--- src/rtl/jk_cmd_driver_if.sv ---
// Command handshake bundle for jk_cmd_driver: a valid/ready offer of {op,len}.
interface jk_cmd_driver_if;
  logic       cmd_valid;
  logic       cmd_ready;
  logic [1:0] cmd_op;
  logic [3:0] cmd_len;

  modport master (output cmd_valid, output cmd_op, output cmd_len, input cmd_ready);
  modport slave  (input cmd_valid, input cmd_op, input cmd_len, output cmd_ready);
endinterface

--- src/rtl/jk_cmd_driver.sv ---
// Queues {J,K} drive commands, drives a downstream master-slave JK pair for len+1
// cycles, lets it settle for two cycles, then checks its slave Q against a local model.
module jk_cmd_driver (
  input  logic             clk,
  input  logic             clear,
  jk_cmd_driver_if.slave   cmd,
  output logic             Set,
  output logic             Reset,
  input  logic             qs_in,
  output logic             exp_q,
  output logic             busy,
  output logic             done,
  output logic             mismatch
);

  typedef enum logic [1:0] {IDLE, DRIVE, SETTLE1, SETTLE2} state_t;

  state_t     state;
  logic [5:0] mem [4];
  logic [1:0] wr_ptr;
  logic [1:0] rd_ptr;
  logic [2:0] count;
  logic [1:0] op;
  logic [3:0] counter;
  logic       full;
  logic       push;
  logic       pop;

  // Ready reflects the pre-pop occupancy, so a full FIFO never accepts even while popping.
  assign full          = (count == 3'd4);
  assign cmd.cmd_ready = ~full;
  assign push          = cmd.cmd_valid & ~full;
  assign pop           = (state == IDLE) & (count != 3'd0);

  always_ff @(posedge clk) begin
    if (push) begin
      mem[wr_ptr] <= {cmd.cmd_op, cmd.cmd_len};
    end
  end

  always_ff @(posedge clk or posedge clear) begin
    if (clear) begin
      wr_ptr <= 2'd0;
      rd_ptr <= 2'd0;
      count  <= 3'd0;
    end else begin
      if (push) wr_ptr <= wr_ptr + 2'd1;
      if (pop)  rd_ptr <= rd_ptr + 2'd1;
      count <= count + {2'b00, push} - {2'b00, pop};
    end
  end

  always_ff @(posedge clk or posedge clear) begin
    if (clear) begin
      state    <= IDLE;
      op       <= 2'b00;
      counter  <= 4'd0;
      Set      <= 1'b0;
      Reset    <= 1'b0;
      exp_q    <= 1'b0;
      busy     <= 1'b0;
      done     <= 1'b0;
      mismatch <= 1'b0;
    end else begin
      done <= 1'b0;
      case (state)
        IDLE: begin
          Set   <= 1'b0;
          Reset <= 1'b0;
          if (pop) begin
            {op, counter} <= mem[rd_ptr];
            busy          <= 1'b1;
            state         <= DRIVE;
          end
        end
        DRIVE: begin
          // Outputs and model advance together; the pair sees each drive one edge later.
          Set   <= op[1];
          Reset <= op[0];
          case (op)
            2'b01:   exp_q <= 1'b0;
            2'b10:   exp_q <= 1'b1;
            2'b11:   exp_q <= ~exp_q;
            default: exp_q <= exp_q;
          endcase
          counter <= counter - 4'd1;
          if (counter == 4'd0) begin
            state <= SETTLE1;
          end
        end
        SETTLE1: begin
          Set   <= 1'b0;
          Reset <= 1'b0;
          state <= SETTLE2;
        end
        SETTLE2: begin
          if (qs_in != exp_q) begin
            mismatch <= 1'b1;
          end
          done  <= 1'b1;
          busy  <= 1'b0;
          state <= IDLE;
        end
        default: state <= IDLE;
      endcase
    end
  end

endmodule

--- src/flat_wrapper.sv ---
// flat-port wrapper written by rule: the top's interface ports become plain ports
module jk_cmd_driver_flat 
  (clk, clear, Set, Reset, qs_in, exp_q, busy, done, mismatch, cmd_cmd_valid, cmd_cmd_op, cmd_cmd_len, cmd_cmd_ready);
  jk_cmd_driver_if cmd_i ();
  input  logic clk;
  input  logic clear;
  output logic Set;
  output logic Reset;
  input  logic qs_in;
  output logic exp_q;
  output logic busy;
  output logic done;
  output logic mismatch;
  input wire logic [$bits(cmd_i.cmd_valid)-1:0] cmd_cmd_valid;
  input wire logic [$bits(cmd_i.cmd_op)-1:0] cmd_cmd_op;
  input wire logic [$bits(cmd_i.cmd_len)-1:0] cmd_cmd_len;
  output wire logic [$bits(cmd_i.cmd_ready)-1:0] cmd_cmd_ready;
  assign cmd_i.cmd_valid = cmd_cmd_valid;
  assign cmd_i.cmd_op = cmd_cmd_op;
  assign cmd_i.cmd_len = cmd_cmd_len;
  assign cmd_cmd_ready = cmd_i.cmd_ready;
  jk_cmd_driver u_core (.clk(clk), .clear(clear), .cmd(cmd_i), .Set(Set), .Reset(Reset), .qs_in(qs_in), .exp_q(exp_q), .busy(busy), .done(done), .mismatch(mismatch));
endmodule
--- config.mk ---
export PLATFORM = sky130hd
export DESIGN_NAME = jk_cmd_driver_flat
export DESIGN_NICKNAME = d
export VERILOG_FILES = /design/src/rtl/jk_cmd_driver_if.sv /design/src/rtl/jk_cmd_driver.sv /design/src/flat_wrapper.sv
export SDC_FILE = /design/constraint.sdc
export NUM_CORES = 1
export LEC_CHECK = 0
export ABC_AREA = 0
export CORE_MARGIN = 10
export CORE_UTILIZATION = 51
export CTS_CLUSTER_SIZE = 12
export DETAILED_ROUTE_END_ITERATION = 8
export PLACE_DENSITY = 0.78
export RECOVER_POWER = 50
export SKIP_CTS_REPAIR_TIMING = 1
export SLEW_MARGIN = 20
export SYNTH_ARGS = -nofsm -noshare
export SYNTH_HDL_FRONTEND = slang
export SYNTH_SLANG_ARGS = --single-unit
export TNS_END_PERCENT = 20
--- constraint.sdc ---
create_clock -name clk -period 4.35 [get_ports clk]
set_clock_uncertainty 0.1 [all_clocks]
set_input_delay 1.305 -clock clk [delete_from_list [all_inputs] [get_ports clk]]
set_output_delay 1.305 -clock clk [all_outputs]
set_load 0.02 [all_outputs]
### Word-level counts from Yosys, hierarchy flattened

Memory sizes are Yosys's and may differ from the RTL's.
Cells that the tools add are included.
W data, S select, Z words.

* add/sub/neg operators: 5
* equal/unequal tests: 10
* mux-type cells: 13
* bitwise operators: 4
* reduce and logical (&&, ||, !) cells: 14

Operators with widths (number)
* $reduce_and A2 Y1: 6
* $eq A2 B2 Y1 const B: 4
* $pmux W2 S4: 1
* $pmux W4 S2: 1
* $pmux W1 S2: 3
* $reduce_bool A2 Y1: 3
* $reduce_bool A3 Y1: 2
* $add A2 B1 Y2 const B: 2
* $eq A2 B1 Y1 const B: 2
* $logic_not A4 Y1: 1
* $mux W1: 4
* $mux W2: 2
* $mux W4: 1
* $ne A2 B1 Y1 const B: 2
* $sub A4 B1 Y4 const B: 1
* $add A3 B1 Y3: 1
* $eq A3 B3 Y1 const B: 1
* $pmux W1 S3: 1
* $sub A3 B1 Y3: 1
* $and A1 B1 Y1: 2
* $logic_not A2 Y1: 1
* $not A1 Y1: 2
* $reduce_or A2 Y1: 1
* $ne A1 B1 Y1: 1

* register bits: 21
* bits in writable memories: 24
* input bits: 10
* output and inout port bits: 7
* logic and storage cells: 59
* memories: 1

Memory list
* u_core.mem: words 4, bits a word 6, rd ports 1, clocked after Yosys merged registers in 0, wr ports 1, line jk_cmd_driver.sv:19 `logic [5:0] mem [4];`

### Logic depth before layout (Yosys ltp)

Gate-level depths: netlist of the first run.

* word-level depth: 5
* depth in mapped cells: 11

### Worst setup path after synthesis of the first run

Ideal clock, no wire load.

* path kind: input port to flip-flop
* from: input cmd_cmd_valid
* to: register u_core.count[2]
* library setup time: 0.127 ns
* arrival: 2.312 ns
* data required time: 4.123 ns
* setup slack: 1.811 ns
* stages: 6
* path buffers: 0
* cell sequence: and2_0 ha_1 inv_1 fa_1 xnor2_1 xnor2_1

* word-level cells in the longest chain between the ends: 3

RTL lines
* start: declaration: line flat_wrapper.sv:14 `input wire logic [$bits(cmd_i.cmd_valid)-1:0] cmd_cmd_valid;`
* $and A1 B1 Y1: line jk_cmd_driver.sv:32 `assign push = cmd.cmd_valid & ~full;`
* $add A3 B1 Y3: line jk_cmd_driver.sv:49 `count <= count + {2'b00, push} - {2'b00, pop};`
* $sub A3 B1 Y3: line jk_cmd_driver.sv:49
* end signal: assignment: line jk_cmd_driver.sv:49
* end: declaration: line jk_cmd_driver.sv:22 `logic [2:0] count;`

No other way between the ends.
A chain may end at the register's enable or synchronous reset.

### Worst setup path in the final report of the first run

* from: register u_core.count[1]
* to: output cmd_cmd_ready

* word-level cells in the longest chain between the ends: 2

RTL lines
* $eq A3 B3 Y1: line jk_cmd_driver.sv:30 `assign full = (count == 3'd4);`
* $not A1 Y1: line jk_cmd_driver.sv:31 `assign cmd.cmd_ready = ~full;`
* end: declaration: line flat_wrapper.sv:17 `output wire logic [$bits(cmd_i.cmd_ready)-1:0] cmd_cmd_ready;`

No other way between the ends.

==> flow_summary.yaml, run 1 <==
layout:
  drive_gt1_share_pct: 9.20
  n_antenna_cell: 0
  final_cell_area_um2: 2260
  fin_nets: 185
  area_delta_synth_final_pct: 14.9
  postLayoutCoreUtil_pct: 61.3
  fillers: 292
global_route:
  grt_pass1_vias: 1159
  overflow: 0
  track_usage_pct: 10.5
  antenna_found_initial: 0
  grt_pass1_wl_um: 5300
  grt_max_degree: 22
die:
  fp.dieH_um: 82.1
  die_area_um2: 6740
  ios: 17
  fp.coreArea_um2: 3690
  initial_core_util_pct: 53.3
  die_x_um: 82.1
  placementRows: 22
worst_setup_path:
  startpoint: "u_core.count[1]"
  end_kind: "output pin"
  rr_endpoint: "u_core.count[2]"
  cp.required_ns: 2.94
  worst-path-buf-inv: 1
  r2r_cells: 9
  max_stage_delay_ns: 0.63
  path_max_fanout: 6
  criticalPathCategory: "reg2out"
  crit_cells: 3
  reg2reg_slack_ns: 1.69
  endpoint: "cmd_cmd_ready"
  path_cells: "nor2_1 > nand2_1 > clkdlybuf4s50_1"
  worstSetupStartpointType: "flop"
  worstReg2RegStart: "u_core.count[1]"
  slowest_stage: "clkdlybuf4s50_1"
  crit_family: "buffers and inverters"
  crit_arrival_ns: 1.61
drt:
  wirelength_um: 3110
  dr_total_vias: 1110
  drc: 0
  vias_per_cell: 5.26
  drt_iter0_drc: 82
  drtAntennaViolNets: 0
  wire_per_inst_um: 14.8
  first_pass_iters: 4
sta:
  maxSlewHeadroom_pct: 46.9
  period_share_pct: 69.3
  max_freq_mhz: 332
  hold_viol: 0
  setup_viol: 0
  timing.final.crit_period_ns: 3.02
  whs_ns: 0.357
  rsz0062_at_grt: "false"
  tns_ns: 0
  worst_pin_slew_ns: 0.796
  report.final.slew_viol_count: 0
placement:
  gp_congestion: 0.853
  place_area_um2: 2170
  portBuffers: 16
  dp_hpwl_um: 2370
power_and_ir_drop:
  seqPwrFrac_pct: 46.1
  swShare_pct: 36.3
  pwr-share-clk_pct: 15.6
  p_leak_nw: 0.917
  comb_power_share_pct: 38.3
  ir_worst_vdd_mv: 0.434
  powerDensity_nw_per_um2: 692
  p_sw_mw: 0.569
  intPower_mw: 0.997
yosys:
  synthFlopType: "edfxtp_1"
  ys_async_sr_fraction_pct: 46.7
  synth_seq_cells: 45
  ys_seq_area_share_pct: 63.4
  synthCells: 142
  yosys_warnings: 0
  syn_nets: 165
  synth_top_area_share_pct: 36.6
  postSynthAreaPerCell_um2: 13.9
  synth_area_um2: 1970
  synth_area_leader_cell: "edfxtp_1"
  synth.distinct_cells: 31
  synth-edff-count: 24
  netlist_top_cells_area: "edfxtp_1 (37%), dfrtp_1 (27%), ha_1 (7.6%)"
run:
  maxCapViolCount: 0
clock_tree:
  cts.clk_slew.worst_paths_ns: 0.08
  cts_buffer_depth: 2
  cts_root_buffer: "clkbuf_8"
  cts_sinks: 45
  insertion_delay_ns: 0.29
  cts.htree.levels: 2
  cts_buffers: 5
  cts_tree: "yes"
worst_hold_path:
  hp-start: "u_core.mismatch"
  hp-class: "reg2reg"
status:
  status: "finished, final reports clean"
==> synth_stat cells (2+ instances only) <==
library cell and n:
mux2i_1 2, nand2_1 14, xnor2_1 5, ha_1 12
inv_1 13, o21ai_0 4, dfrtp_1 21, mux4_2 6
edfxtp_1 24, nor2_1 9, and3_1 4, buf_1 2
a21oi_1 8
==> cell type report <==
type	count	area, µm²	area share (%)
clock buffer	5	68.8	3.04
clock inverter	3	17.5	0.775
inverter	13	48.8	2.16
multi-input combinational	81	659	29.2
sequential	45	1250	55.1
tap	48	60.1	2.66
timing repair buffer	16	160	7.08
==> registers in the layout, summed over array words and instances, names as in the netlist <==
signal	count
u_core.count	3
u_core.op	2
u_core.mem	24
u_core.Set	1
u_core.exp_q	1
u_core.busy	1
u_core.state	2
u_core.counter	4
u_core.wr_ptr	2
u_core.Reset	1
u_core.mismatch	1
u_core.rd_ptr	2
u_core.done	1
==> cell usage in the layout, fill, tap and decap left out, drive strengths merged, types with 6 or more instances in the layout <==
cell type / instances
ha: 12
mux4: 6
dfrtp: 21
a21oi: 8
nand2: 14
edfxtp: 24
inv: 13
dlygate4sd3: 9
clkdlybuf4s50: 7
nor2: 9
==> kinds of logic after synthesis <==
family | Yosys count | synth area share, %
compound gates | 18 | 5.22
mux | 9 | 8.46
buf+inv | 16 | 3.12
fa+ha+maj | 13 | 8.65
simple gates | 35 | 8.52
xor+xnor | 6 | 2.67
flops | 45 | 63.4
==> power by group through the flow <==
stage / Sequential (mW) / Combinational (mW) / Clock [mW]
2_1_floorplan: 0.704 / 0.461 / 0
3_3_place_gp: 0.725 / 0.582 / 0
3_5_place_dp: 0.735 / 0.607 / 0
4_1_cts: 0.725 / 0.610 / 0.255
5_1_grt: 0.746 / 0.683 / 0.274
6_report: 0.721 / 0.600 / 0.245
==> how the worst min path moves through the flow <==
stage,to,slack (ns),cells past startpoint
final,u_core.mismatch,0.36,1
after global routing,u_core.mismatch,0.40,1
after CTS,u_core.mismatch,0.36,1
after detailed placement,u_core.mismatch,0.34,1
after global placement,u_core.mismatch,0.34,1
after floorplan,u_core.exp_q,0.35,1
==> worst reg2reg max path: stages (launching register included) <==
cell and delay [ns]:
dfrtp_1 0.46, o31ai_1 0.52, inv_1 0.24, ha_1 0.34
inv_1 0.06, ha_1 0.14, inv_1 0.05, fa_1 0.37
xnor2_1 0.14, xnor2_1 0.12
==> metal layers <==
layer  global-route usage (%)  vias to the layer above  routed length, µm
met2                     16.8                       19               1530
met5                        0                        -                  0
met1                     12.3                      545               1400
li1                         -                      539                  -
met4                     6.12                        0                 62
met3                     2.92                        7                124
==> metrics by stage <==
step / power (mW) / cells / setup WS, ns
6_report: 1.57 / 211 / 1.33
5_1_grt: 1.70 / 211 / 1.21
4_1_cts: 1.59 / 211 / 1.31
3_3_place_gp: 1.31 / 203 / 1.24
2_1_floorplan: 1.16 / 142 / 1.81
3_5_place_dp: 1.34 / 203 / 1.17
No activity file was read; power rests on OpenSTA's default activity.
==> inputs of run 2 (changes only) <==
- clock period: 4.35 -> 3 ns (I/O delays scaled with it)
==> flow_summary.yaml, run 2 (synthesis results as in run 1) <==
status:
  status: "finished, final reports clean"
global_route:
  use_met1_pct: 12.3
  grt_use_met3_pct: 3.02
  grt_max_degree: 22
  track_usage_pct: 10.8
  overflow: 0
  grtUsageMet2_pct: 19.4
  grt-busiest-layer: "met2"
  antenna_found_initial: 0
  grt_pass1_vias: 1260
  grt_pass1_wl_um: 5700
layout:
  top_register: "u_core.mem"
  reg.largest.list: "u_core.mem: 24 flops, u_core.counter: 4 flops, u_core.count: 3 flops"
  area_delta_synth_final_pct: 15.3
  fin_nets: 185
  drive_gt1_share_pct: 9.82
  final_cell_mix: "edfxtp_1 (24), dfrtp_1 (21), nand2_1 (14), inv_1 (13), ha_1 (12)"
  largest_register_ffs: 24
  final_common_cell: "edfxtp_1"
  stdcell_count: 211
  n_antenna_cell: 0
clock_tree:
  cts.clk_slew.worst_paths_ns: 0.09
  cts_buffers: 5
  cts.htree.levels: 2
  cts_buffer_depth: 2
  cts_tree: "yes"
  cts_sinks: 45
  insertion_delay_ns: 0.30
  cts_root_buffer: "clkbuf_8"
placement:
  dp_hpwl_um: 2380
  gp_congestion: 0.771
  dp_cells: 203
  portBuffers: 16
sta:
  report.final.slew_viol_count: 0
  timing.final.crit_period_ns: 2.63
  worst_pin_slew_ns: 0.799
  setup_viol: 0
  max_freq_mhz: 380
  hold_viol: 0
  maxSlewHeadroom_pct: 46.7
  rsz0062_at_grt: "false"
  tns_ns: 0
  period_share_pct: 87.7
worst_setup_path:
  crit_family: "buffers and inverters"
  criticalPathCategory: "reg2out"
  worstSetupStartpointType: "flop"
  slowest_stage: "clkdlybuf4s50_1"
  path_max_fanout: 6
  cp.required_ns: 2.00
  end_kind: "output pin"
  path_cells: "nor2_1 > nand2_1 > clkdlybuf4s50_1"
  max_stage_delay_ns: 0.63
  worst-path-buf-inv: 1
  crit_arrival_ns: 1.63
drt:
  drt_iter0_drc: 79
  first_pass_iters: 4
  drc: 0
  wire_per_inst_um: 15.0
  dr_total_vias: 1119
  vias_per_cell: 5.30
  wirelength_um: 3160
  drtAntennaViolNets: 0
die:
  die_x_um: 82.1
  placementRows: 22
  initial_core_util_pct: 53.3
  die_area_um2: 6740
  fp.coreArea_um2: 3690
  ios: 17
  fp.dieH_um: 82.1
worst_hold_path:
  hp-class: "reg2reg"
power_and_ir_drop:
  p_leak_nw: 0.920
  powerDensity_nw_per_um2: 1020
  ir_worst_vdd_mv: 0.450
run:
  maxCapViolCount: 0
run 2: changes by cell type in the layout (fill, tap and decap cells not counted):
| cell | change |
|---|---|
| inv_6 | +1 |
| clkinv_1 | -1 |
| clkinvlp_2 | -1 |
| clkinvlp_4 | +1 |
run 2: worst register-to-register path: stages, from the launching register on:
cell	delay (ns)
dfrtp_1	0.47
o31ai_1	0.50
inv_1	0.20
ha_1	0.33
inv_1	0.05
ha_1	0.13
inv_1	0.05
fa_1	0.37
xnor2_1	0.14
xnor2_1	0.13
run 2: cell type report:
type                       instances  area (µm²)
fill                             302        1420
multi-input combinational         81         659
timing repair buffer              16         160
clock inverter                     3        25.0
tap                               48        60.1
clock buffer                       5        68.8
sequential                        45        1250
inverter                          13        48.8
run 2: final timing paths:
path | start | slack [ns] | cells past startpoint | end
max | u_core.count[1] | 0.37 | 3 | cmd_cmd_ready
min | u_core.mismatch | 0.37 | 1 | u_core.mismatch
max reg2reg | u_core.count[1] | 0.42 | 9 | u_core.count[2]
min reg2reg | u_core.mismatch | 0.37 | 1 | u_core.mismatch
max in group asynchronous | clear | 1.21 | 2 | u_core.rd_ptr[1]
min in group asynchronous | clear | 1.09 | 2 | u_core.op[0]
run 2: where the power goes:
| group | total [mW] | internal (mW) | switching (mW) |
|---|---|---|---|
| registers | 1.06 | 0.870 | 0.185 |
| clock network | 0.383 | 0.168 | 0.215 |
| logic | 0.874 | 0.416 | 0.458 |
run 2: routing by layer:
metal | vias up | share of wire [%]
met2 | 17 | 52
met5 | - | 0
li1 | 539 | -
met1 | 559 | 42
met4 | 0 | 1.2
met3 | 4 | 4.3
run 2: through the flow:
stage | area, µm² | utilization [%] | hold WS, ns | power [mW] | setup WS [ns]
2_1_floorplan | 1970 | - | 0.349 | 1.69 | 0.599
3_3_place_gp | 2170 | 59.0 | 0.337 | 1.90 | 0.297
3_5_place_dp | 2170 | 59.0 | 0.356 | 1.96 | 0.230
4_1_cts | 2270 | 61.5 | 0.376 | 2.34 | 0.352
5_1_grt | 2270 | 61.5 | 0.401 | 2.52 | 0.158
6_report | 2270 | 61.5 | 0.368 | 2.31 | 0.369
==> inputs of run 3 (changes only) <==
- ABC_AREA: 0 -> 1
- PLACE_DENSITY: 0.78 -> 0.77
- SLEW_MARGIN: 20 -> default
==> flow_summary.yaml, run 3 <==
status:
  status: "finished, final reports clean"
worst_setup_path:
  path_max_fanout: 3
  worstReg2RegStart: "u_core.state[0]"
  crit_arrival_ns: 1.58
  worst-path-buf-inv: 1
  end_kind: "output pin"
  slowest_stage: "clkdlybuf4s50_1"
  reg2reg_slack_ns: 0.77
  worstSetupStartpointType: "flop"
  path_cells: "nor2_2 > nand2_1 > clkdlybuf4s50_1"
  cp.required_ns: 2.00
  crit_family: "buffers and inverters"
  max_stage_delay_ns: 0.56
  rr_endpoint: "u_core.count[2]"
  r2r_cells: 10
  criticalPathCategory: "reg2out"
global_route:
  grt_max_degree: 22
  antenna_found_initial: 0
  track_usage_pct: 9.91
  overflow: 0
  grt_pass1_wl_um: 5740
  grt_pass1_vias: 1266
layout:
  fin_nets: 251
  area_delta_synth_final_pct: 15.6
  fillers: 338
  drive_gt1_share_pct: 11.4
  multiInputGateArea_um2: 703
  largest_register_ffs: 24
  n_antenna_cell: 0
  final_cell_mix: "nand2_1 (50), inv_1 (28), edfxtp_1 (24), dfrtp_1 (21), nor2_1 (18)"
  final_common_cell: "nand2_1"
  register_area_um2: 1250
  reg.largest.list: "u_core.mem: 24 flops, u_core.counter: 4 flops, u_core.count: 3 flops"
  top_register: "u_core.mem"
yosys:
  yosys_warnings: 0
  synth.distinct_cells: 22
  ys_async_sr_fraction_pct: 46.7
  postSynthAreaPerCell_um2: 10.2
  synth-edff-count: 24
  synth_seq_cells: 45
  yosysMostFrequentCell: "nand2_1"
  synth_common_cells: "nand2_1 (50), inv_1 (27), edfxtp_1 (24), dfrtp_1 (21), nor2_1 (18)"
  synthCells: 207
  synth_area_leader_cell: "edfxtp_1"
  synth_area_um2: 2120
  synth_top_area_share_pct: 34.1
  syn_nets: 230
  ys_seq_area_share_pct: 58.9
  netlist_top_cells_area: "edfxtp_1 (34%), dfrtp_1 (25%), nand2_1 (8.9%)"
  synthFlopType: "edfxtp_1"
clock_tree:
  cts.htree.levels: 2
  cts.clk_slew.worst_paths_ns: 0.09
  insertion_delay_ns: 0.30
  cts_buffers: 5
  cts_root_buffer: "clkbuf_8"
  cts_buffer_depth: 2
  cts_tree: "yes"
  cts_sinks: 45
sta:
  tns_ns: 0
  worst_pin_slew_ns: 1.13
  setup_viol: 0
  report.final.slew_viol_count: 0
  whs_ns: 0.373
  timing.final.crit_period_ns: 2.58
  hold_viol: 0
  max_freq_mhz: 388
  rsz0062_at_grt: "false"
  maxSlewHeadroom_pct: 24.5
  period_share_pct: 85.9
power_and_ir_drop:
  comb_power_share_pct: 39.4
  p_sw_mw: 0.989
  seqPwrFrac_pct: 39.5
  intPower_mw: 1.61
  powerDensity_nw_per_um2: 1060
  ir_worst_vdd_mv: 0.541
  pwr-share-clk_pct: 21.1
  total_power_mw: 2.60
  p_leak_nw: 1.11
  swShare_pct: 38.0
drt:
  wirelength_um: 3370
  drtAntennaViolNets: 0
  drt_iter0_drc: 72
  first_pass_iters: 4
  drc: 0
  wire_per_inst_um: 12.1
  vias_per_cell: 4.64
  dr_total_vias: 1294
die:
  die_area_um2: 7130
  ios: 17
  fp.dieH_um: 84.4
  die_x_um: 84.4
  fp.coreArea_um2: 4000
  placementRows: 23
  initial_core_util_pct: 52.9
worst_hold_path:
  worst_hold_path.endpoint: "u_core.mismatch"
  hp-class: "reg2reg"
  worstHoldPathCells: 1
  hp-start: "u_core.mismatch"
placement:
  portBuffers: 16
  gp_congestion: 0.806
  dp_hpwl_um: 2530
run:
  maxCapViolCount: 0
-- run 3: final cells by class --
type	count	share of cell area, %
timing repair buffer	17	6.70
inverter	34	5.37
clock inverter	3	2.81
tap	50	2.56
multi-input combinational	125	28.8
sequential	45	51.0
clock buffer	5	2.81
-- run 3: kinds of logic after synthesis --
family	count (synthesis)	synth area share, %
xor gates and xnor gates	4	1.66
buffers and inverters	37	7.87
and+or+nand+nor	93	19.5
AOI/OAI and AO/OA	15	4.02
adders and majority gates	13	8.04
DFF	45	58.9
-- run 3: layer usage --
metal | global-route usage [%] | wire length [µm]
met5 | 0 | 0
met4 | 5.39 | 84
met3 | 3.29 | 127
met2 | 16.3 | 1600
met1 | 11.1 | 1560
-- run 3: worst max path at each step --
stage / endpoint / from / slack, ns / cells past startpoint
2_1_floorplan: u_core.count[2] / u_core.state[0] / 0.93 / 10
3_3_place_gp: u_core.count[2] / cmd_cmd_valid / 0.53 / 7
3_5_place_dp: u_core.count[2] / cmd_cmd_valid / 0.51 / 7
4_1_cts: cmd_cmd_ready / u_core.count[1] / 0.40 / 3
5_1_grt: cmd_cmd_ready / u_core.count[1] / 0.34 / 3
6_report: cmd_cmd_ready / u_core.count[1] / 0.42 / 3
-- run 3: per-stage QoR --
stage | util [%] | setup WS (ns) | std cells | cell area (µm²)
floorplan | - | 0.926 | 207 | 2120
global placement | 57.8 | 0.533 | 271 | 2310
detailed placement | 57.8 | 0.512 | 271 | 2310
CTS | 61.2 | 0.398 | 279 | 2450
global route | 61.1 | 0.337 | 279 | 2440
finish | 61.1 | 0.422 | 279 | 2440
-- run 3: power groups by stage --
stage                     combinational, mW  sequential [mW]  clock, mW
after floorplan                       0.833             1.02          0
after global placement                 1.01             1.04          0
after detailed placement               1.05             1.04          0
after CTS                              1.05             1.03      0.564
after global routing                   1.19             1.06      0.588
final                                  1.02             1.03      0.548
